<file path="config.mk">
export PLATFORM = sky130hd
export DESIGN_NAME = lsu_ctrl
export DESIGN_NICKNAME = d
export VERILOG_FILES = /design/src/rtl/lsu_ctrl.sv
export SDC_FILE = /design/constraint.sdc
export NUM_CORES = 1
export LEC_CHECK = 0
export ABC_CLOCK_PERIOD_IN_PS = 3630
export CELL_PAD_IN_SITES_DETAIL_PLACEMENT = 1
export CELL_PAD_IN_SITES_GLOBAL_PLACEMENT = 1
export CORE_MARGIN = 5
export CORE_UTILIZATION = 36
export CTS_BUF_LIST = sky130_fd_sc_hd__clkbuf_4
export CTS_CLUSTER_DIAMETER = 150
export DETAILED_ROUTE_END_ITERATION = 12
export GPL_TIMING_DRIVEN = 0
export MAX_ROUTING_LAYER = met4
export PLACE_DENSITY = 0.95
export SLEW_MARGIN = 15
export SYNTH_ARGS = -nofsm -noshare
export SYNTH_HDL_FRONTEND = slang
export SYNTH_SLANG_ARGS = --single-unit
</file>
<file path="constraint.sdc">
create_clock -name clk -period 3.63 [get_ports clk]
set_clock_uncertainty 0.15 [all_clocks]
set_input_delay 0.726 -clock clk [delete_from_list [all_inputs] [get_ports clk]]
set_output_delay 0.726 -clock clk [all_outputs]
set_load 0.05 [all_outputs]
</file>
<file path="src/rtl/lsu_ctrl.sv">
// lsu_ctrl: AGU command responder that drives the single-port DTCM SRAM and
// returns responses in command order. Loads go out on the write-back port as
// aligned, extended data. Stores are acknowledged on agu_rsp_*.
// Handshake rule for all three channels: a transfer happens on a cycle where
// valid & ready are both 1. A valid output, once raised, keeps its payload
// stable until it is accepted.
module lsu_ctrl #(
  parameter int AW    = 16,
  parameter int ITAGW = 1,
  parameter int DEPTH = 2
) (
  input  logic             clk,
  input  logic             rst_n,
  input  logic             agu_cmd_valid,
  output logic             agu_cmd_ready,
  input  logic [AW-1:0]    agu_cmd_addr,
  input  logic             agu_cmd_read,
  input  logic [ITAGW-1:0] agu_cmd_itag,
  input  logic [31:0]      agu_cmd_wdata,
  input  logic [3:0]       agu_cmd_wmask,
  input  logic [1:0]       agu_cmd_size,
  input  logic             agu_cmd_usign,
  output logic             agu_rsp_valid,
  input  logic             agu_rsp_ready,
  output logic [31:0]      agu_rsp_rdata,
  output logic             lsu_wbck_o_valid,
  input  logic             lsu_wbck_o_ready,
  output logic [31:0]      lsu_wbck_o_data,
  output logic [ITAGW-1:0] lsu_wbck_o_itag,
  output logic             ram_cs,
  output logic             ram_we,
  output logic [AW-3:0]    ram_addr,
  output logic [3:0]       ram_wem,
  output logic [31:0]      ram_din,
  input  logic [31:0]      ram_dout,
  output logic             lsu_active
);

  localparam int PW = $clog2(DEPTH);
  localparam int CW = $clog2(DEPTH + 1);

  // Per-entry state of the outstanding queue
  logic [DEPTH-1:0]            rd_q, rd_d;
  logic [DEPTH-1:0][ITAGW-1:0] itag_q, itag_d;
  logic [DEPTH-1:0][1:0]       size_q, size_d;
  logic [DEPTH-1:0]            usign_q, usign_d;
  logic [DEPTH-1:0][1:0]       off_q, off_d;
  logic [DEPTH-1:0][31:0]      data_q, data_d;
  logic [DEPTH-1:0]            dvld_q, dvld_d;
  logic [PW-1:0]               wptr_q, wptr_d, rptr_q, rptr_d;
  logic [CW-1:0]               count_q, count_d;
  // A load issued last cycle whose SRAM word is on ram_dout now
  logic                        pend_q, pend_d;
  logic [PW-1:0]               pend_idx_q, pend_idx_d;

  logic        accept, pop, head_avail;
  logic [31:0] head_word, shifted, ext_data;
  logic [1:0]  head_off;

  // Command side: ready comes only from registered occupancy; the SRAM is driven on accept
  always_comb begin
    agu_cmd_ready = (count_q != CW'(DEPTH));
    accept        = agu_cmd_valid & agu_cmd_ready;
    ram_cs        = accept;
    ram_we        = accept & ~agu_cmd_read;
    ram_addr      = agu_cmd_addr[AW-1:2];
    ram_wem       = agu_cmd_read ? 4'h0 : agu_cmd_wmask;
    ram_din       = agu_cmd_wdata;
    lsu_active    = (count_q != '0);
    agu_rsp_rdata = 32'h0;
  end

  // Head response: data from the entry, or bypassed from the SRAM the cycle after issue
  always_comb begin
    head_avail = (count_q != '0) &&
                 (dvld_q[rptr_q] || (pend_q && (pend_idx_q == rptr_q)));
    head_word  = dvld_q[rptr_q] ? data_q[rptr_q] : ram_dout;
    head_off   = off_q[rptr_q];
    shifted    = head_word;
    ext_data   = head_word;
    case (size_q[rptr_q])
      2'd0: begin
        shifted  = head_word >> {head_off, 3'b000};
        ext_data = {{24{~usign_q[rptr_q] & shifted[7]}}, shifted[7:0]};
      end
      2'd1: begin
        shifted  = head_word >> {head_off[1], 4'b0000};
        ext_data = {{16{~usign_q[rptr_q] & shifted[15]}}, shifted[15:0]};
      end
      default: begin
        shifted  = head_word;
        ext_data = head_word;
      end
    endcase
    lsu_wbck_o_valid = head_avail & rd_q[rptr_q];
    lsu_wbck_o_data  = ext_data;
    lsu_wbck_o_itag  = itag_q[rptr_q];
    agu_rsp_valid    = head_avail & ~rd_q[rptr_q];
    pop              = (lsu_wbck_o_valid & lsu_wbck_o_ready) |
                       (agu_rsp_valid & agu_rsp_ready);
  end

  // Next state: capture SRAM data for the pending load, allocate on accept, advance on pop
  always_comb begin
    rd_d       = rd_q;
    itag_d     = itag_q;
    size_d     = size_q;
    usign_d    = usign_q;
    off_d      = off_q;
    data_d     = data_q;
    dvld_d     = dvld_q;
    wptr_d     = wptr_q;
    rptr_d     = rptr_q;
    pend_d     = accept & agu_cmd_read;
    pend_idx_d = wptr_q;
    if (pend_q) begin
      data_d[pend_idx_q] = ram_dout;
      dvld_d[pend_idx_q] = 1'b1;
    end
    if (accept) begin
      rd_d[wptr_q]    = agu_cmd_read;
      itag_d[wptr_q]  = agu_cmd_itag;
      size_d[wptr_q]  = agu_cmd_size;
      usign_d[wptr_q] = agu_cmd_usign;
      off_d[wptr_q]   = agu_cmd_addr[1:0];
      data_d[wptr_q]  = 32'h0;
      dvld_d[wptr_q]  = ~agu_cmd_read;
      wptr_d          = wptr_q + 1'b1;
    end
    if (pop) begin
      rptr_d = rptr_q + 1'b1;
    end
    count_d = count_q + CW'(accept) - CW'(pop);
  end

  // State registers; reset drops every entry and any in-flight SRAM read
  always_ff @(posedge clk or negedge rst_n) begin
    if (!rst_n) begin
      rd_q       <= '0;
      itag_q     <= '0;
      size_q     <= '0;
      usign_q    <= '0;
      off_q      <= '0;
      data_q     <= '0;
      dvld_q     <= '0;
      wptr_q     <= '0;
      rptr_q     <= '0;
      count_q    <= '0;
      pend_q     <= 1'b0;
      pend_idx_q <= '0;
    end else begin
      rd_q       <= rd_d;
      itag_q     <= itag_d;
      size_q     <= size_d;
      usign_q    <= usign_d;
      off_q      <= off_d;
      data_q     <= data_d;
      dvld_q     <= dvld_d;
      wptr_q     <= wptr_d;
      rptr_q     <= rptr_d;
      count_q    <= count_d;
      pend_q     <= pend_d;
      pend_idx_q <= pend_idx_d;
    end
  end

endmodule
</file>
## After elaboration in Yosys (flattened, before gate mapping)

Cells that the tools add are included.
Widths: inputs -> output; s select.

| operators by class | value |
|---|---|
| add/sub/neg operators | 4 |
| multipliers | 0 |
| divide/modulo/power cells | 0 |
| order comparisons | 5 |
| equal/unequal tests | 3 |
| shift operators | 2 |
| multiplexer cells | 38 |
| bitwise operators | 16 |
| reduce and logical (&&, ||, !) cells | 7 |

Operators with widths:

| kind | count |
|---|---|
| $mux 32 | 5 |
| $mux 64 | 2 |
| $and 64x64->64 | 1 |
| $bwmux 64 | 1 |
| $demux 32 s1 | 2 |
| $not 64->64 | 1 |
| $pmux 32 s2 | 1 |
| $shr 32x5->16 | 1 |
| $shr 32x5->8 | 1 |
| $mux 2 | 7 |
| $mux 1 | 10 |
| $and 1x1->1 | 9 |
| $bwmux 2 | 4 |
| $bwmux 4 | 2 |
| $lt 1x2->1 const B | 3 |
| $logic_and 1x1->1 | 4 |
| $mux 4 | 1 |
| $not 1->1 | 3 |
| $add 1x1->1 const B | 2 |
| $add 2x1->2 | 1 |
| $demux 1 s1 | 2 |
| $demux 2 s1 | 1 |
| $eq 2x1->1 const B | 1 |
| $ge 1x1->1 const B | 2 |
| 8 further kinds | 8 |

| storage, ports and cells | value |
|---|---|
| register bits after elaboration | 86 |
| latch bits | 0 |
| RAM bits | 0 |
| ROM bits | 0 |
| input bits | 94 |
| output and inout port bits | 121 |
| logic and storage cells | 91 |
| memories kept | 0 |

## Longest topological paths before layout

| logic depth | value |
|---|---|
| depth after elaboration | 8 |
| mapped depth | 10 |
| mapped depth without buffers | 9 |

## Worst setup path before layout

Ideal clock, no wire load.

| timing path | value |
|---|---|
| kind | flip-flop to output port |
| start point | register rptr_q |
| end point | output port lsu_wbck_o_data[0] |
| data arrival time | 2349 ps |
| required time | 2754 ps |
| setup slack | 405 ps |
| stages on the path, launching flop included | 7 |
| path buffers | 2 |
| cell sequence | dfrtp_1 buf_4 buf_4 mux2_2 nor2_1 nor2_1 o21ai_0 |

| between the ends | value |
|---|---|
| word-level cells in the longest chain between the ends | 5 |
| elaborated cells on any way between the ends | 14 |
| those cells by class | 1 x eq/ne; 2 x shift; 10 x mux; 1 x reduce/logical |

Ends and longest elaborated chain:

| what | line | source |
|---|---|---|
| from (decl) | 50 | `logic [PW-1:0] wptr_q, wptr_d, rptr_q, rptr_d;` |
| from (signal assigned) | 160 | `rptr_q <= rptr_d;` |
| $mux 32 (not written as such) or $mux 1 (tied branches) (2 in a row) | 77 | `head_word = dvld_q[rptr_q] ? data_q[rptr_q] : ram_dout;` |
| $mux 32 | 77 |  |
| $shr 32x5->16 or $shr 32x5->8 (tied branches) | 87, 83 |  |
| $pmux 32 s2 * | 81 | `case (size_q[rptr_q])` |
| to (decl) | 28 | `output logic [31:0] lsu_wbck_o_data,` |

Every way passes the cells marked *; elsewhere a longest branch is shown, timed or not. The select of a mux whose other input is x is not followed.

## Worst setup path in the final report

| timing path | value |
|---|---|
| start point | register rptr_q |
| end point | output port lsu_wbck_o_data[2] |

Same word-level chain as after synthesis.

==> flow_summary.yaml <==
status:
  status: "finished clean"
route:
  routed_via_density: 5.36
  dr.pass1.iters: 5
  vias: 5730
  wire_per_inst_um: 20.6
  postRouteAntennaNets: 0
  drtIter0Drc: 502
  drc: 0
  wl_mm: 22.0
pwr:
  power.leakage_nw: 3.65
  pwr_density_cell_nw_per_um2: 1040
  seqPwrFrac: 0.221
  switching_share: 0.576
  switchingPower_mw: 4.60
  pwr-share-clk: 0.062
  peakVddDrop_mv: 0.765
  combinationalPowerShare: 0.717
  total_power_mw: 7.99
  p_int_mw: 3.39
logic_synthesis:
  synth_area_leader_cell: "dfrtp_1"
  synthDistinctLibCells: 45
  synth_simple_gate_area_share: 0.157
  ys_warn_count: 0
  post_synth_fa_ha_maj_area_fraction: 0.00431
  yosysTopAreaCellShare: 0.370
  synthTopCellsByArea: "dfrtp_1 37%, mux2i_1 11%, buf_4 11%"
  muxShareOfSynthArea: 0.178
  ys_seq_area_frac: 0.370
  synthXorXnorAreaFrac: 0.00452
  syn-instance-count: 667
  avgSynthCellArea_um2: 8.71
  synth-seq-cells: 86
  synth.most_common_cell: "nand2_1"
  synth_edf_count: 0
  synth_top_family_by_area: "multiplexers"
  ys.flop_type: "dfrtp_1"
  synth_compound_area_frac: 0.142
  async_flop_share: 1.00
  netlist_area_um2: 5810
  yosys-top-cells-count: "156 x nand2_1, 86 x dfrtp_1, 85 x buf_4"
timing:
  hold_slack_ns: 0.0979
  drv_slew: 0
  finalSetupViolations: 0
  post-route-period-util: 0.993
  worst_pin_slew_ns: 0.624
  relSlewSlack: 0.584
  fmax_mhz: 277
  post-route-min-period_ns: 3.60
  finalHoldViolCount: 0
worst_setup_path:
  cpMostUsedCell: "buf_4"
  cp_cell_sequence: "buf_4 -> buf_4 -> mux2_2 -> mux2i_1 -> a32oi_1 -> o21ai_0 -> buf_2"
  cpLargestDelayFamily: "buffers and inverters"
  cp.buffers_inverters: 3
  worstPathArrival_ns: 2.73
  max_stage_delay_ns: 0.45
  crit_type: "register to primary output"
  crit_path_end_kind: "primary output"
  worstSetupStartpointType: "register"
  worstPathMaxFanout: 10
  cp_slowest_cell: "dfrtp_2"
  worstPathRequired_ns: 2.75
clock_tree:
  ctsRootBufferMaster: "clkbuf_4"
  cts_sinks: 86
  insertion_delay_ns: 0.47
  htree_levels: 3
  cts_made_buffers: 9
  cts_buffer_depth: 2
  cts_tree: "done"
  clk_pin_slew_worst_paths_ns: 0.13
placement:
  dpl.hpwl_mm: 16.0
  numPortBuffers: 135
  place_congestion: 0.898
global_route:
  grt_pass1_vias: 6093
  grt_pass1_wl_mm: 32.5
  grt_use_total: 0.231
  grt_remaining_overflow: 0
  grt_max_degree: 45
  antenna_found_initial: 2
floorplanning:
  row_count: 46
  fp.dieW_um: 137
  coreArea_um2: 15900
  die_h_um: 137
  ios: 215
  initial_core_util: 0.366
  die-area_um2: 18800
hold_path:
  hp-class: "input port to async pin"
final_layout:
  nFillCells: 1931
  final-seq-area_um2: 2150
  drive_above_1_share: 0.243
  multi_input_area_um2: 3030
  nets: 944
  fin_util: 0.486
  synthToLayoutAreaGrowth_pct: 32.8
run:
  drv_cap: 0
## path summary, 6_finish.rpt
check / startpoint / to / slack, ns / cells after the start
setup / recovery: rptr_q / lsu_wbck_o_data[2] / 0.03 / 7
hold / removal: rst_n / data_q[38] / 0.1 / 1
setup reg to reg: rptr_q / count_q[1] / 0.87 / 10
hold reg to reg: pend_idx_d / pend_idx_q / 0.32 / 0
max in group asynchronous: rst_n / data_q[27] / 2.58 / 2
min in group clk: pend_idx_d / pend_idx_q / 0.32 / 0
## power groups by stage
| stage | sequential, mW | combinational [mW] | clock (mW) |
|---|---|---|---|
| 6_report | 1.77 | 5.73 | 0.495 |
| 5_1_grt | 1.81 | 5.98 | 0.530 |
| 4_1_cts | 1.74 | 5.58 | 0.493 |
| 3_5_place_dp | 1.76 | 5.71 | 0 |
| 3_3_place_gp | 1.71 | 5.56 | 0 |
| 2_1_floorplan | 1.65 | 3.92 | 0 |
## sequential cells by signal, indices dropped and copies added, names as in the netlist
name,count
pend_q,1
rd_q,2
off_q,4
pend_idx_q,1
dvld_q,2
count_q,2
usign_q,2
size_q,4
rptr_q,1
pend_idx_d,1
itag_q,2
data_q,64
## worst reg2reg max path: stages (launching register included)
cell,delay [ns]
dfrtp_2,0.45
buf_4,0.26
buf_4,0.26
mux2i_1,0.39
mux2i_1,0.24
nor2_1,0.07
ha_1,0.30
inv_1,0.04
ha_1,0.19
xnor2_1,0.20
xnor2_1,0.14
## logic make-up after synthesis
kind of cell             after synthesis
AO/OA/AOI/OAI                        133
XOR/XNOR                               3
adder cells (fa/ha/maj)                2
buffers and inverters                128
flip-flops                            86
multiplexers                          98
other                                  1
AND/OR/NAND/NOR                      216
## what timing repair did
item,CTS,global route
setup endpoints to repair,35,29
gates cloned,0,0
pin swaps,1,5
buffers inserted,1,2
gates resized for setup,181,22
hold buffers,0,0
## stage by stage
stage / cells / cell area [µm²] / setup slack (ns) / TNS, ns
global placement: 1049 / 7550 / -1.58 / -147.99
global route: 1070 / 7720 / -0.0121 / -0.0121
CTS: 1066 / 7660 / -0.0504 / -0.0997
floorplan: 698 / 5930 / 0.405 / 0
detailed placement: 1050 / 7570 / -0.588 / -13.78
finish: 1070 / 7720 / 0.0252 / 0
## cell usage in the layout (no fill, tap or decap), types with 3 or more instances in the layout
| cell | instances |
|---|---|
| dfrtp_1 | 85 |
| o211ai_1 | 5 |
| clkbuf_4 | 13 |
| o221ai_1 | 3 |
| nand3b_1 | 5 |
| nor2b_1 | 12 |
| buf_4 | 103 |
| clkbuf_1 | 19 |
| xnor2_1 | 3 |
| conb_1 | 32 |
| a21oi_1 | 72 |
| inv_1 | 6 |
| mux2i_1 | 62 |
| nand2_1 | 156 |
| o31ai_1 | 3 |
| a32oi_1 | 5 |
| dlymetal6s2s_1 | 3 |
| nor2_1 | 29 |
| buf_2 | 23 |
| clkdlybuf4s15_2 | 7 |
| a211oi_1 | 7 |
| mux2_2 | 33 |
| clkdlybuf4s50_1 | 97 |
| o21ai_0 | 20 |
## per-layer routing
metal / wire (µm) / GRT usage / vias up
li1: - / - / 2525
met1: 8340 / 0.275 / 2826
met2: 11200 / 0.379 / 302
met3: 1570 / 0.0368 / 77
met4: 945 / 0.116 / 0
met5: 0 / - / -
## final cells by class
type                    instances  area share
multi-input cells             484       0.392
inverters                       8     0.00389
clock buffers                  12      0.0117
diodes                          2    0.000649
flip-flops and latches         86       0.279
well taps                     216      0.0350
clock inverters                 3     0.00162
repair buffers                139       0.170
plain buffers                 120       0.106
No activity file was read; power rests on OpenSTA's default activity.
